File: src/rtl/branch_resolve_if.sv
// Handshake bundle between the fetch/EX side and the branch resolve unit.
// master drives issue/resolve; slave (the unit) drives predictor updates, flush and stats.
interface branch_resolve_if #(
  parameter int PC_W  = 32,
  parameter int DEPTH = 4,
  parameter int CNT_W = 16
);
  localparam int OCC_W = $clog2(DEPTH) + 1;

  logic             issue_valid;
  logic             issue_predict;
  logic [PC_W-1:0]  issue_pc;
  logic [PC_W-1:0]  issue_target;
  logic             issue_ready;
  logic             resolve_valid;
  logic             resolve_taken;
  logic             update;
  logic             taken;
  logic             flush;
  logic [PC_W-1:0]  redirect_pc;
  logic [OCC_W-1:0] inflight_count;
  logic [CNT_W-1:0] branch_count;
  logic [CNT_W-1:0] mispredict_count;
  logic             protocol_err;

  modport master (
    output issue_valid, issue_predict, issue_pc, issue_target,
    output resolve_valid, resolve_taken,
    input  issue_ready, update, taken, flush, redirect_pc,
    input  inflight_count, branch_count, mispredict_count, protocol_err
  );

  modport slave (
    input  issue_valid, issue_predict, issue_pc, issue_target,
    input  resolve_valid, resolve_taken,
    output issue_ready, update, taken, flush, redirect_pc,
    output inflight_count, branch_count, mispredict_count, protocol_err
  );
endinterface

File: src/rtl/branch_resolve_unit.sv
// Tracks in-flight predicted branches in order and, when the oldest resolves,
// updates the 2-bit predictor and issues flush/redirect on a mispredict.
module branch_resolve_unit #(
  parameter int PC_W  = 32,
  parameter int DEPTH = 4,
  parameter int CNT_W = 16
) (
  input logic             clk,
  input logic             rst,
  branch_resolve_if.slave bus
);
  localparam int AW = $clog2(DEPTH);

  function automatic logic [CNT_W-1:0] sat_inc(input logic [CNT_W-1:0] v);
    return (&v) ? v : v + CNT_W'(1);
  endfunction

  logic            pred_q [DEPTH];
  logic [PC_W-1:0] pc_q   [DEPTH];
  logic [PC_W-1:0] tgt_q  [DEPTH];

  logic [AW:0]      wr_ptr, rd_ptr;
  logic [AW:0]      occ;
  logic             full, empty, push, pop, mis;
  logic [AW-1:0]    head;

  logic             update_p1, taken_p1, flush_p1, perr_q;
  logic [PC_W-1:0]  redirect_p1;
  logic [CNT_W-1:0] branch_cnt_q, mis_cnt_q;

  // Stage 0: queue occupancy and resolve decision on the head entry
  assign occ   = wr_ptr - rd_ptr;
  assign full  = (occ == (AW+1)'(DEPTH));
  assign empty = (occ == '0);
  assign head  = rd_ptr[AW-1:0];
  assign push  = bus.issue_valid & ~full;
  assign pop   = bus.resolve_valid & ~empty;
  assign mis   = pop & (pred_q[head] ^ bus.resolve_taken);

  always_ff @(posedge clk) begin
    if (push) begin
      pred_q[wr_ptr[AW-1:0]] <= bus.issue_predict;
      pc_q[wr_ptr[AW-1:0]]   <= bus.issue_pc;
      tgt_q[wr_ptr[AW-1:0]]  <= bus.issue_target;
    end
  end

  // A mispredict squashes every younger entry and any same-cycle push.
  always_ff @(posedge clk or posedge rst) begin
    if (rst) begin
      wr_ptr <= '0;
      rd_ptr <= '0;
    end else if (mis) begin
      rd_ptr <= wr_ptr;
    end else begin
      if (push) wr_ptr <= wr_ptr + (AW+1)'(1);
      if (pop)  rd_ptr <= rd_ptr + (AW+1)'(1);
    end
  end

  // Stage 1: registered predictor update, flush/redirect and statistics
  always_ff @(posedge clk or posedge rst) begin
    if (rst) begin
      update_p1    <= 1'b0;
      taken_p1     <= 1'b0;
      flush_p1     <= 1'b0;
      redirect_p1  <= '0;
      branch_cnt_q <= '0;
      mis_cnt_q    <= '0;
      perr_q       <= 1'b0;
    end else begin
      update_p1 <= pop;
      flush_p1  <= mis;
      if (pop) begin
        taken_p1     <= bus.resolve_taken;
        redirect_p1  <= bus.resolve_taken ? tgt_q[head] : pc_q[head] + PC_W'(4);
        branch_cnt_q <= sat_inc(branch_cnt_q);
      end
      if (mis) mis_cnt_q <= sat_inc(mis_cnt_q);
      if (bus.resolve_valid && empty) perr_q <= 1'b1;
    end
  end

  assign bus.issue_ready      = ~full;
  assign bus.update           = update_p1;
  assign bus.taken            = taken_p1;
  assign bus.flush            = flush_p1;
  assign bus.redirect_pc      = redirect_p1;
  assign bus.inflight_count   = occ;
  assign bus.branch_count     = branch_cnt_q;
  assign bus.mispredict_count = mis_cnt_q;
  assign bus.protocol_err     = perr_q;
endmodule

File: src/flat_wrapper.sv
// flat-port wrapper written by rule: the top's interface ports become plain ports
module branch_resolve_unit_flat 
#(
  parameter int PC_W  = 32,
  parameter int DEPTH = 4,
  parameter int CNT_W = 16
)
  (clk, rst, bus_issue_valid, bus_issue_predict, bus_issue_pc, bus_issue_target, bus_resolve_valid, bus_resolve_taken, bus_issue_ready, bus_update, bus_taken, bus_flush, bus_redirect_pc, bus_inflight_count, bus_branch_count, bus_mispredict_count, bus_protocol_err);
  branch_resolve_if #(.PC_W(PC_W), .DEPTH(DEPTH), .CNT_W(CNT_W)) bus_i ();
  input logic clk;
  input logic rst;
  input wire logic [$bits(bus_i.issue_valid)-1:0] bus_issue_valid;
  input wire logic [$bits(bus_i.issue_predict)-1:0] bus_issue_predict;
  input wire logic [$bits(bus_i.issue_pc)-1:0] bus_issue_pc;
  input wire logic [$bits(bus_i.issue_target)-1:0] bus_issue_target;
  input wire logic [$bits(bus_i.resolve_valid)-1:0] bus_resolve_valid;
  input wire logic [$bits(bus_i.resolve_taken)-1:0] bus_resolve_taken;
  output wire logic [$bits(bus_i.issue_ready)-1:0] bus_issue_ready;
  output wire logic [$bits(bus_i.update)-1:0] bus_update;
  output wire logic [$bits(bus_i.taken)-1:0] bus_taken;
  output wire logic [$bits(bus_i.flush)-1:0] bus_flush;
  output wire logic [$bits(bus_i.redirect_pc)-1:0] bus_redirect_pc;
  output wire logic [$bits(bus_i.inflight_count)-1:0] bus_inflight_count;
  output wire logic [$bits(bus_i.branch_count)-1:0] bus_branch_count;
  output wire logic [$bits(bus_i.mispredict_count)-1:0] bus_mispredict_count;
  output wire logic [$bits(bus_i.protocol_err)-1:0] bus_protocol_err;
  assign bus_i.issue_valid = bus_issue_valid;
  assign bus_i.issue_predict = bus_issue_predict;
  assign bus_i.issue_pc = bus_issue_pc;
  assign bus_i.issue_target = bus_issue_target;
  assign bus_i.resolve_valid = bus_resolve_valid;
  assign bus_i.resolve_taken = bus_resolve_taken;
  assign bus_issue_ready = bus_i.issue_ready;
  assign bus_update = bus_i.update;
  assign bus_taken = bus_i.taken;
  assign bus_flush = bus_i.flush;
  assign bus_redirect_pc = bus_i.redirect_pc;
  assign bus_inflight_count = bus_i.inflight_count;
  assign bus_branch_count = bus_i.branch_count;
  assign bus_mispredict_count = bus_i.mispredict_count;
  assign bus_protocol_err = bus_i.protocol_err;
  branch_resolve_unit #(.PC_W(PC_W), .DEPTH(DEPTH), .CNT_W(CNT_W)) u_core (.clk(clk), .rst(rst), .bus(bus_i));
endmodule
File: config.mk
export PLATFORM = sky130hd
export DESIGN_NAME = branch_resolve_unit_flat
export DESIGN_NICKNAME = d
export VERILOG_FILES = /design/src/rtl/branch_resolve_if.sv /design/src/rtl/branch_resolve_unit.sv /design/src/flat_wrapper.sv
export SDC_FILE = /design/constraint.sdc
export NUM_CORES = 1
export LEC_CHECK = 0
export CAP_MARGIN = 20
export CORE_MARGIN = 1
export CORE_UTILIZATION = 56
export DETAILED_ROUTE_END_ITERATION = 16
export GPL_ROUTABILITY_DRIVEN = 0
export PLACE_DENSITY = 0.86
export SLEW_MARGIN = 20
export SYNTH_ARGS = -nofsm -noshare
export SYNTH_HDL_FRONTEND = slang
export SYNTH_SLANG_ARGS = --single-unit
File: constraint.sdc
create_clock -name clk -period 4.1 [get_ports clk]
set_input_delay 0.615 -clock clk [delete_from_list [all_inputs] [get_ports clk]]
set_output_delay 0.615 -clock clk [all_outputs]
set_load 0.01 [all_outputs]
==> metrics.md <==
| Metric | Value |
|---|---|
| CP max FO | 16 |
| Syn-to-layout area delta | 21.9% |
| Final setup viols | 0 |
| Post-DP HPWL | 18800 um |
| Largest net degree at the start of global routing | 53 |
| Layout Utilization | a little over two thirds |
| WP data required | around 3.5 ns |
| Final Non-Filler Cells | 1275 |
| Switch share | ~33% |
| DRC | 0 |
| Starting DRT DRC Count | 811 |
| Final WS setup | approximately 0.55 ns |
| Final net count | around 1000 |
| Flops & latches, synth | around 330 |
| Initial antenna violation count | 1 |
| FMAX | 281 MHz |
| GR Util All Layers | 25.2% |
| I/O Buffers | 141 |
| Post-synth top cells | edfxtp_1 (260), dfrtp_1 (74), mux4_2 (57) |
| Wire length per cell | between 20 and 25 um |
| Share of async-settable or async-resettable flops after synthesis | between 20 and 25% |
| Met1 usage | approximately a third |
| Final wirelength | 29700 um |
| Top post-synthesis cells by area | edfxtp_1 (58%), dfrtp_1 (14%), mux4_2 (9.5%), xnor2_1 (2.5%), mux4_1 (1.6%) |
| Via Count | just under 8000 |
| CP arrival | between 2 and 3 ns |
| Status | completed |
| Net Switching | 4.07 mW |
| Initial core utilization | between 50% and 60% |
| Number of synthesized flops with an enable pin | 260 |
| VDD IR max | 0.420 mV |
| Hold Fails Final Rpt | 0 |
| Num CTS Buffers | 34 |
| Clock sink total | 334 |
| Core area | 23500 um2 |
| Slew headroom | a little under two fifths |
| Setup Buffers After CTS | 0 |
| Reg clk slew, reported paths | roughly 0.060 ns |
| TNS Setup | 0 ns |
| Seq/Total Area, Yosys | 71.8% |
| Ant diodes | 0 |
| RSZ-0062 raised after global routing | false |
| Remaining antenna violation count after routing | 0 |
| Num ports | 142 |
| Internal power | 8.41 mW |
| Clock latency on the worst-skew pair | 0.52 ns |
| Die W | 157 um |
| First-pass GRT wire length | approximately 46000 um |
| Share of the synthesized area in the top cell type | between 50% and 60% |
| P_leak | about 5.7 nW |
| GRT Residual Overflow | 0 |
| Post-CTS Resized | 0 |
| GRT met3 Usage | roughly 5.1% |
| Worst setup EP type | output port |
| Setup crit start kind | flop |
| Grt met2 use | between 40% and 50% |
| Vias in the first global route | 8040 |
| Clock Skew | ~0.022 ns |
| Ys flop type | edfxtp_1 |
| Syn nets | about 850 |
| Clock power frac | between 20% and 30% |
| Avg Cell Area, Syn | 17.6 um2 |
| Synth warnings | 0 |
| Max cap viols | 0 |
| Full die area | 24700 um2 |
| WS Path Type | reg2out |
| Cell taking the most area after synthesis | edfxtp_1 |
| Clock root buffer | clkbuf_16 |
| Longest Clk Path Bufs | 3 |
| CP peak stage delay | slightly above 0.6 ns |
| P per Cell Area | between 700 and 800 nW/um2 |
| Count of cell types in the netlist | between 50 and 60 |
| Cell with the most instances after synthesis | edfxtp_1 |
| Htree depth | 2 |
| Dpl ws | slightly above 0.9 ns |
| Hold buffers post-CTS | 0 |
| Crit-path slowest cell | dfrtp_4 |
| 1st-pass router iterations | 5 |
| Final period util | 86.6% |
| Critical-path cell list | ha_1, fa_1, xor3_1, nand3_1, clkdlybuf4s50_1 |
| Slew @ Worst Pin | 0.934 ns |
| Die Ht | 157 um |
| GRT Max-Usage Layer | met2 |
| Layout cells sized above 1 | around 15% |
| Placed Cells incl. Taps | ~1200 |
| Hold Crit Class | reg2reg |
| DR vias/cell | approximately 6.0 |
| Row cnt | 56 |
| Comb pwr share | 34.0% |
| Flop pwr share | between 40% and 50% |
| Cell Area, Synth | approximately 13000 um2 |
| Crit path time final | 3.55 ns |
| Syn Inst Count | between 700 and 800 |
| Total power | roughly 12 mW |
| TritonCTS clock tree | done |
| Fin. max-slew vios | 0 |
## cell usage in the layout (no fill, tap or decap), types with 4 or more instances in the layout
cell	Yosys	layout
and3_1	13	9
nand3_1	27	27
mux2i_1	6	6
ha_1	9	9
clkbuf_8	0	4
o22ai_1	15	15
nand2_1	46	46
clkbuf_16	0	35
a21oi_1	22	22
nor2_1	37	37
mux4_2	57	57
o21ai_0	17	17
buf_4	1	16
dfrtp_1	74	72
nor4_1	5	5
clkdlybuf4s50_1	0	140
edfxtp_1	260	260
nor3_1	11	11
a31oi_1	4	4
and2_1	4	4
mux4_1	8	8
xnor2_1	38	38
xor2_1	20	20
clkinv_1	0	5
clkinv_2	0	5
nand4_1	11	11
inv_1	16	15
clkbuf_1	18	6
and3_2	0	4
## power groups by stage
stage / logic [mW] / registers (mW) / clock network (mW)
2_1_floorplan: 2.65 / 5.12 / 0
3_3_place_gp: 4.06 / 5.15 / 0
3_5_place_dp: 4.19 / 5.21 / 0
4_1_cts: 4.27 / 5.17 / 3.12
5_1_grt: 4.57 / 5.23 / 3.25
6_report: 4.25 / 5.16 / 3.08
## sequential cells by signal, indices dropped and copies added, names as in the netlist, 3 cells and up
name and cells:
u_core.bus.mispredict_count 16, u_core.bus.branch_count 16, u_core.pred_q 4, u_core.rd_ptr 3
u_core.tgt_q 128, u_core.bus.redirect_pc 32, u_core.wr_ptr 3, u_core.pc_q 128
## critical path: cells and delay by family (launching register included)
kind | cells | cell delay (ns)
adders and majority gates | 2 | 0.66
xor gates and xnor gates | 1 | 0.32
buffers and inverters | 1 | 0.56
DFF | 1 | 0.61
and+or+nand+nor | 1 | 0.28
## final timing paths
path / slack, ns / cells past startpoint / from / end
min in group asynchronous: 0.49 / 2 / rst / u_core.bus.mispredict_count[7]
max in group asynchronous: 2.62 / 3 / rst / u_core.bus.redirect_pc[26]
min reg2reg: 0.48 / 1 / u_core.bus.branch_count[7] / u_core.bus.branch_count[7]
min: 0.48 / 1 / u_core.bus.branch_count[7] / u_core.bus.branch_count[7]
max reg2reg: 0.85 / 7 / u_core.rd_ptr[1] / u_core.bus.redirect_pc[31]
max: 0.55 / 5 / u_core.rd_ptr[0] / bus_issue_ready
## cell type report
type / instances / area [um2]
inverter: 16 / 61.3
fill: 1513 / 7140
clock buffer: 45 / 953
multi-input combinational: 386 / 3590
tap: 319 / 399
sequential: 334 / 9660
timing repair buffer: 158 / 1550
clock inverter: 17 / 185
## cell families (layout without fill, tap and decap cells)
kind of cell             after synthesis  in the layout  synth area share, %
flip-flops                           334            334                 71.8
AND/OR/NAND/NOR                      175            175                 6.88
multiplexers                          74             74                 11.8
AO/OA/AOI/OAI                         68             68                 2.95
XOR/XNOR                              59             59                 3.95
buffers and inverters                 46            236                 1.67
adder cells (fa/ha/maj)               10             10                0.985
## layer usage
metal  up-vias  share of wire (%)
met4         2                2.2
met2       368                 51
met5         -              0.040
met3        57                7.5
li1       3326                  -
met1      3929                 39
## metrics by stage
stage          hold WS, ns  instance area [um2]
5_1_grt              0.509                16400
3_3_place_gp         0.469                15300
6_report             0.482                16400
3_5_place_dp         0.477                15300
2_1_floorplan        0.468                13500
4_1_cts              0.486                16400
Note: power is estimated with default switching activity, not from simulation.
